### src/rtl/memory_load_sequencer.sv
// Bounded, handshaked RAM block loader with optional read-back checksum verify.
// Ports: clock/reset_N; start/abort control; base_addr/length block window;
//   src_valid/src_data/src_ready byte stream; mem_addr/mem_wr_en/mem_wr_data/
//   mem_rd_data RAM port; busy/done/verify_err/checksum status.
module memory_load_sequencer #(
   parameter int ADDR_W    = 8,
   parameter int DATA_W    = 8,
   parameter bit VERIFY_EN = 1'b1
) (
   input  logic              clock,
   input  logic              reset_N,
   input  logic              start,
   input  logic              abort,
   input  logic [ADDR_W-1:0] base_addr,
   input  logic [ADDR_W-1:0] length,
   input  logic              src_valid,
   input  logic [DATA_W-1:0] src_data,
   output logic              src_ready,
   output logic [ADDR_W-1:0] mem_addr,
   output logic              mem_wr_en,
   output logic [DATA_W-1:0] mem_wr_data,
   input  logic [DATA_W-1:0] mem_rd_data,
   output logic              busy,
   output logic              done,
   output logic              verify_err,
   output logic [DATA_W-1:0] checksum
);

   typedef enum logic [2:0] {
      IDLE, LOAD, VERIFY, DRAIN, FINISH
   } state_t;

   localparam logic [ADDR_W-1:0] ONE = 1;

   state_t            state;
   logic [ADDR_W-1:0] base;
   logic [ADDR_W-1:0] len;
   logic [ADDR_W-1:0] count;
   logic [DATA_W-1:0] wsum;
   logic [DATA_W-1:0] rsum;

   logic              in_load;
   logic              in_verify;
   logic              last;
   logic [ADDR_W-1:0] addr;
   logic [DATA_W-1:0] wsum_n;
   logic [DATA_W-1:0] rsum_n;

   assign in_load   = (state == LOAD);
   assign in_verify = (state == VERIFY);
   assign addr      = base + count;
   // length 0 encodes a full 2^ADDR_W block: len-1 wraps to all ones.
   assign last      = (count == len - ONE);
   assign wsum_n    = wsum + src_data;
   assign rsum_n    = rsum + mem_rd_data;

   // Write strobe follows src_valid directly so a beat costs no extra cycle.
   assign src_ready   = in_load;
   assign mem_wr_en   = in_load & src_valid;
   assign mem_wr_data = in_load ? src_data : '0;
   assign mem_addr    = (in_load | in_verify) ? addr : '0;
   assign busy        = (state != IDLE);

   always_ff @(posedge clock or negedge reset_N) begin
      if (!reset_N) begin
         state      <= IDLE;
         base       <= '0;
         len        <= '0;
         count      <= '0;
         wsum       <= '0;
         rsum       <= '0;
         done       <= 1'b0;
         verify_err <= 1'b0;
         checksum   <= '0;
      end else if (abort && state != IDLE) begin
         state <= IDLE;
         count <= '0;
         done  <= 1'b0;
      end else begin
         unique case (state)
            IDLE: begin
               done <= 1'b0;
               if (start) begin
                  base       <= base_addr;
                  len        <= length;
                  count      <= '0;
                  wsum       <= '0;
                  rsum       <= '0;
                  verify_err <= 1'b0;
                  state      <= LOAD;
               end
            end
            LOAD: begin
               if (src_valid) begin
                  wsum <= wsum_n;
                  if (last) begin
                     count <= '0;
                     if (VERIFY_EN) begin
                        state <= VERIFY;
                     end else begin
                        // Status is loaded on entry so it is valid with done.
                        checksum   <= wsum_n;
                        verify_err <= 1'b0;
                        done       <= 1'b1;
                        state      <= FINISH;
                     end
                  end else begin
                     count <= count + ONE;
                  end
               end
            end
            VERIFY: begin
               // Read data lags the address by one cycle; the first
               // address has no datum returning yet.
               if (count != '0) rsum <= rsum_n;
               if (last) begin
                  count <= '0;
                  state <= DRAIN;
               end else begin
                  count <= count + ONE;
               end
            end
            DRAIN: begin
               rsum       <= rsum_n;
               checksum   <= wsum;
               verify_err <= (rsum_n != wsum);
               done       <= 1'b1;
               state      <= FINISH;
            end
            FINISH: begin
               done  <= 1'b0;
               state <= IDLE;
            end
            default: state <= IDLE;
         endcase
      end
   end

endmodule
### config.mk
export PLATFORM = sky130hd
export DESIGN_NAME = memory_load_sequencer
export DESIGN_NICKNAME = d
export VERILOG_FILES = /design/src/rtl/memory_load_sequencer.sv
export SDC_FILE = /design/constraint.sdc
export NUM_CORES = 1
export LEC_CHECK = 0
export CORE_MARGIN = 8
export CORE_UTILIZATION = 50
export CTS_BUF_LIST = sky130_fd_sc_hd__clkbuf_4
export CTS_CLUSTER_SIZE = 12
export DETAILED_ROUTE_END_ITERATION = 8
export PLACE_DENSITY = 0.82
export SYNTH_ARGS = -nofsm -noshare
export SYNTH_HDL_FRONTEND = slang
export SYNTH_SLANG_ARGS = --single-unit
### constraint.sdc
create_clock -name clock -period 5 [get_ports clock]
set_clock_uncertainty 0.05 [all_clocks]
set_input_delay 1 -clock clock [delete_from_list [all_inputs] [get_ports clock]]
set_output_delay 1 -clock clock [all_outputs]
set_load 0.02 [all_outputs]
# ---- Word level (Yosys, flattened, before mapping)
# Index checks and enable logic that the tools add are counted.
dict set report op_classes {
  n_addsub 5
  eq_ne 13
  n_mux 21
  bitwise_logic 3
  n_reduce_logical 17
}
# cell n
set ops {}
lappend ops {{$mux 8} 8}
lappend ops {{$pmux 8 s3} 2}
lappend ops {{$add 8x8->8} 3}
lappend ops {{$pmux 8 s2} 1}
lappend ops {{$mux 3} 5}
lappend ops {{$pmux 3 s4} 1}
lappend ops {{$reduce_and 4->1} 3}
lappend ops {{$reduce_and 3->1} 3}
lappend ops {{$reduce_bool 3->1} 3}
lappend ops {{$add 8x1->8 const B} 1}
lappend ops {{$eq 8x8->1} 1}
lappend ops {{$ne 8x8->1} 1}
lappend ops {{$reduce_bool 8->1} 1}
lappend ops {{$sub 8x1->8 const B} 1}
lappend ops {{$eq 3x2->1 const B} 2}
lappend ops {{$ne 3x1->1 const B} 2}
lappend ops {{$ne 2x2->1 const B} 2}
lappend ops {{$pmux 1 s2} 2}
lappend ops {{$reduce_bool 2->1} 2}
lappend ops {{$reduce_bool 4->1} 1}
lappend ops {{$eq 3x1->1 const B} 1}
lappend ops {{$eq 3x3->1 const B} 1}
lappend ops {{$logic_not 3->1} 1}
lappend ops {{$ne 3x2->1 const B} 1}
lappend ops {{other kinds (9)} 10}
dict set report totals {
  register_bits 53
  inputBits 37
  output_inout_bits 29
  word_cells 68
}

# ---- Logic depth before layout (Yosys ltp)
dict set report logic_depth {
  ltp_word 6
  ltp_mapped 9
  ltp_nobuf 9
}

# ---- Least setup slack after synthesis
# OpenSTA, ideal clock, no wires.
dict set report synth_timing {
  kind {register to output}
  start {reg count[0]}
  end {out mem_addr[6]}
  t_arrival_ns 2.123
  required_time_ns 3.950
  path_slack_ns 1.827
  stages_incl_launch_ff 10
  path_buffers 0
  path_cell_list {dfrtp_1 > ha_1 > inv_1 > fa_1 > nor2b_1 > o21ai_0 > a21boi_0 > o21ai_0 > nor3b_1 > nor3_1}
}
dict set report synth_between {
  elab_chain_cells 2
}
# element line
set synth_rtl {}
lappend synth_rtl {{start, declared} 38} ;# logic [ADDR_W-1:0] count;
lappend synth_rtl {{start signal, assigned} 108} ;# count <= count + ONE;
lappend synth_rtl {{start signal, assigned} 120} ;# count <= count + ONE;
lappend synth_rtl {{$add 8x8->8} 51} ;# assign addr = base + count;
lappend synth_rtl {{$mux 8} 61} ;# assign mem_addr = (in_load | in_verify) ? addr : '0;
lappend synth_rtl {{end, declared} 19} ;# output logic [ADDR_W-1:0] mem_addr,
# No other way between the ends.

# ---- Worst setup path in the final report
dict set report layout_timing {
  start {reg count[1]}
  end {out mem_addr[7]}
}
# The elaborated chain is that of the path after synthesis.

==> flow_summary.json <==
{
  "synth_ff_type": "dfrtp_1",
  "antenna_left": 0,
  "switching_power_mw": 1.03,
  "area_growth_pct": 23.9,
  "yosys.area_share.simple_pct": 16.5,
  "synth_cell_types": 52,
  "synth_compound_area_share_pct": 16.0,
  "ys_seq_area_share_pct": 37.7,
  "antenna_cells": 0,
  "fill_cells": 558,
  "numCtsBuffers": 5,
  "syn_inst": 366,
  "worstSetupPathType": "register to output port",
  "finalNonFillerCells": 525,
  "grt_max_degree": 54,
  "htree_levels": 2,
  "track_usage_pct": 17.2,
  "regArea_mm2": 0.00133,
  "die_w_um": 99.9,
  "hold_class": "register to register",
  "ff2ff_path_depth": 8,
  "critPathArrivalTime_ns": 3.16,
  "relSlewSlack_pct": 31.8,
  "synthesis.area_mm2": 0.00352,
  "vias": 2924,
  "hold_buffers": 0,
  "die_area_mm2": 0.00998,
  "comb_power_share_pct": 56.7,
  "cts.sinks": 53,
  "post-place-cells": 517,
  "postCtsSetupBuffers": 0,
  "antenna_found_initial": 0,
  "crit_path_max_fanout": 4,
  "async_reset_ff_share_pct": 100,
  "io_pins": 66,
  "synth_top_family_by_area": "simple AND/OR/NAND/NOR gates",
  "switching_share_pct": 42.4,
  "synth.area.mux_share_pct": 7.15,
  "dr.first_iter.drc_count": 177,
  "synth_area_per_cell_um2": 9.62,
  "hold_viol": 0,
  "maxSlewViolCount": 0,
  "outcome": "completed",
  "internal_power_mw": 1.40,
  "nets": 492,
  "cts_resized": 0,
  "cts_tree": "yes",
  "placement.io_buffers": 65,
  "grt_pass1_wl_um": 14100,
  "finalSetupTns_ns": 0,
  "viasPerCell": 5.57,
  "slowest_delay_ns": 0.63,
  "rsz0062_at_grt": "false",
  "period_needed_ns": 4.21,
  "rows": 30,
  "p_per_area_mw_per_mm2": 557,
  "design_area_mm2": 0.00436,
  "synth-edff-count": 0,
  "p_leak_nw": 1.90,
  "cp_cell_sequence": "ha_1 -> a21o_1 -> a21oi_1 -> o21ai_0 -> a2111oi_0 -> o21ai_0 -> a21oi_1 -> clkdlybuf4s50_1",
  "clk_pin_slew_worst_paths_ns": 0.16,
  "syn_nets": 430,
  "place_congestion": 0.898,
  "fmax_mhz": 238,
  "worst_pin_slew_ns": 1.02,
  "drive_above_1_share_pct": 9.56,
  "core_mm2": 0.00679,
  "cp-end-kind": "output port",
  "hold_path_depth": 2,
  "chipHeight_um": 99.9,
  "setup_violations": 0,
  "startpoint_type": "register",
  "placed_cell_area_mm2": 0.00426,
  "multi_input_area_mm2": 0.00207,
  "slowest_stage": "clkdlybuf4s50_1",
  "hpwlAfterDp_um": 6400,
  "grt_pass1_vias": 2921,
  "p_clk_share_pct": 12.4,
  "required_ns": 3.95,
  "wl_per_cell_um": 16.0,
  "ir_worst_vdd_uv": 249,
  "ys_ff_latch": 53,
  "clk_latency_ns": 0.39,
  "clock_path_buffers": 2,
  "drc": 0,
  "ys_warn_count": 0,
  "routed_wl_um": 8420,
  "synthAdderAreaFrac_pct": 10.2,
  "pwr-share-seq_pct": 30.9,
  "finalCritPeriodShare_pct": 84.1,
  "cts_root_buffer": "clkbuf_4",
  "finish.utilization_pct": 64.2,
  "dr.pass1.iters": 5,
  "drv_cap": 0,
  "finalPower_mw": 2.43,
  "overflow": 0,
  "start_util_pct": 51.8,
  "synthXorXnorAreaFrac_pct": 8.96
}
## critical path: cells and delay by family, from the launching register on
family,cells,cell delay (ns)
buffers and inverters,1,0.63
AO/OA/AOI/OAI,6,1.39
flip-flops,1,0.46
adder cells (fa/ha/maj),1,0.29
## per-layer routing
metal  share of wire, %  up-vias  GRT usage [%]
li1                   -     1441              -
met5                  0        -              0
met2                 46       83           27.9
met4                1.5        0           5.59
met3                5.0        9           3.60
met1                 47     1391           22.1
## power by group through the flow
| stage | sequential (mW) | combinational [mW] | clock, mW |
|---|---|---|---|
| floorplan | 0.734 | 0.933 | 0 |
| global placement | 0.750 | 1.34 | 0 |
| detailed placement | 0.759 | 1.38 | 0 |
| CTS | 0.749 | 1.38 | 0.302 |
| global route | 0.778 | 1.50 | 0.316 |
| finish | 0.750 | 1.38 | 0.301 |
## per-stage QoR
| step | hold WS, ns | setup WS, ns |
|---|---|---|
| after floorplan | 0.403 | 1.83 |
| after global placement | 0.415 | 1.34 |
| after detailed placement | 0.421 | 1.22 |
| after CTS | 0.455 | 0.773 |
| after global routing | 0.503 | 0.602 |
| final | 0.451 | 0.794 |
## cells in the mapped netlist (2+ instances only)
| master | instances | area share [%] |
|---|---|---|
| dfrtp_1 | 53 | 38 |
| nand2_1 | 29 | 3.1 |
| ha_1 | 24 | 8.5 |
| nor2_1 | 22 | 2.3 |
| xnor2_1 | 22 | 5.5 |
| mux2_2 | 21 | 6.7 |
| inv_1 | 19 | 2.0 |
| o21ai_0 | 17 | 2.4 |
| xor2_1 | 14 | 3.5 |
| a21oi_1 | 13 | 1.8 |
| nor3_1 | 12 | 1.7 |
| and3_1 | 9 | 1.6 |
| clkbuf_1 | 9 | 0.96 |
| o22ai_1 | 8 | 1.4 |
| a22o_1 | 7 | 1.7 |
| nand3_1 | 7 | 1.0 |
| nand2b_1 | 6 | 1.1 |
| a21o_1 | 5 | 1.1 |
| nand4_1 | 5 | 0.89 |
| nor4_1 | 5 | 0.89 |
| o31ai_1 | 5 | 1.1 |
| a211oi_1 | 4 | 0.85 |
| nor2b_1 | 4 | 0.71 |
| a21boi_0 | 3 | 0.64 |
| a31oi_1 | 3 | 0.53 |
| and2_1 | 3 | 0.53 |
| fa_1 | 3 | 1.7 |
| o21a_1 | 3 | 0.64 |
| or3_1 | 3 | 0.53 |
| buf_1 | 2 | 0.21 |
| buf_2 | 2 | 0.28 |
| nor3b_1 | 2 | 0.43 |
| nor4b_1 | 2 | 0.50 |
| o21bai_1 | 2 | 0.43 |
## sequential cells by signal, indices dropped and copies added (netlist names)
register	flops
base	8
checksum	8
count	8
len	8
rsum	8
wsum	8
state	3
done	1
verify_err	1
## layout by cell type, fill, tap and decap left out, types with 14 or more instances in the layout
| cell type | synthesis | layout |
|---|---|---|
| clkdlybuf4s50_1 | 0 | 64 |
| xnor2_1 | 22 | 22 |
| mux2_2 | 21 | 21 |
| dfrtp_1 | 53 | 53 |
| xor2_1 | 14 | 14 |
| inv_1 | 19 | 19 |
| nor2_1 | 22 | 22 |
| ha_1 | 24 | 24 |
| nand2_1 | 29 | 29 |
| o21ai_0 | 17 | 17 |
## cell type report
| type | instances | area share (%) |
|---|---|---|
| Clock inverter | 3 | 1.49 |
| Sequential cell | 53 | 30.4 |
| Tap cell | 96 | 2.76 |
| Multi-Input combinational cell | 281 | 47.5 |
| Clock buffer | 5 | 0.861 |
| Inverter | 19 | 1.64 |
| Timing Repair Buffer | 68 | 15.3 |
## worst paths after layout
path / from / endpoint / slack [ns]
max in group asynchronous: reset_N / len[1] / 3.80
min in group asynchronous: reset_N / base[3] / 0.65
max reg2reg: len[0] / state[0] / 2.44
min: rsum[6] / rsum[6] / 0.45
min reg2reg: rsum[6] / rsum[6] / 0.45
max: count[1] / mem_addr[7] / 0.79
## kinds of logic after synthesis
| kind of cell | after synthesis |
|---|---|
| flops | 53 |
| compound gates | 82 |
| xor+xnor | 36 |
| mux | 22 |
| buf+inv | 32 |
| simple gates | 114 |
| fa+ha+maj | 27 |
Power figures use the tool's default switching activity.
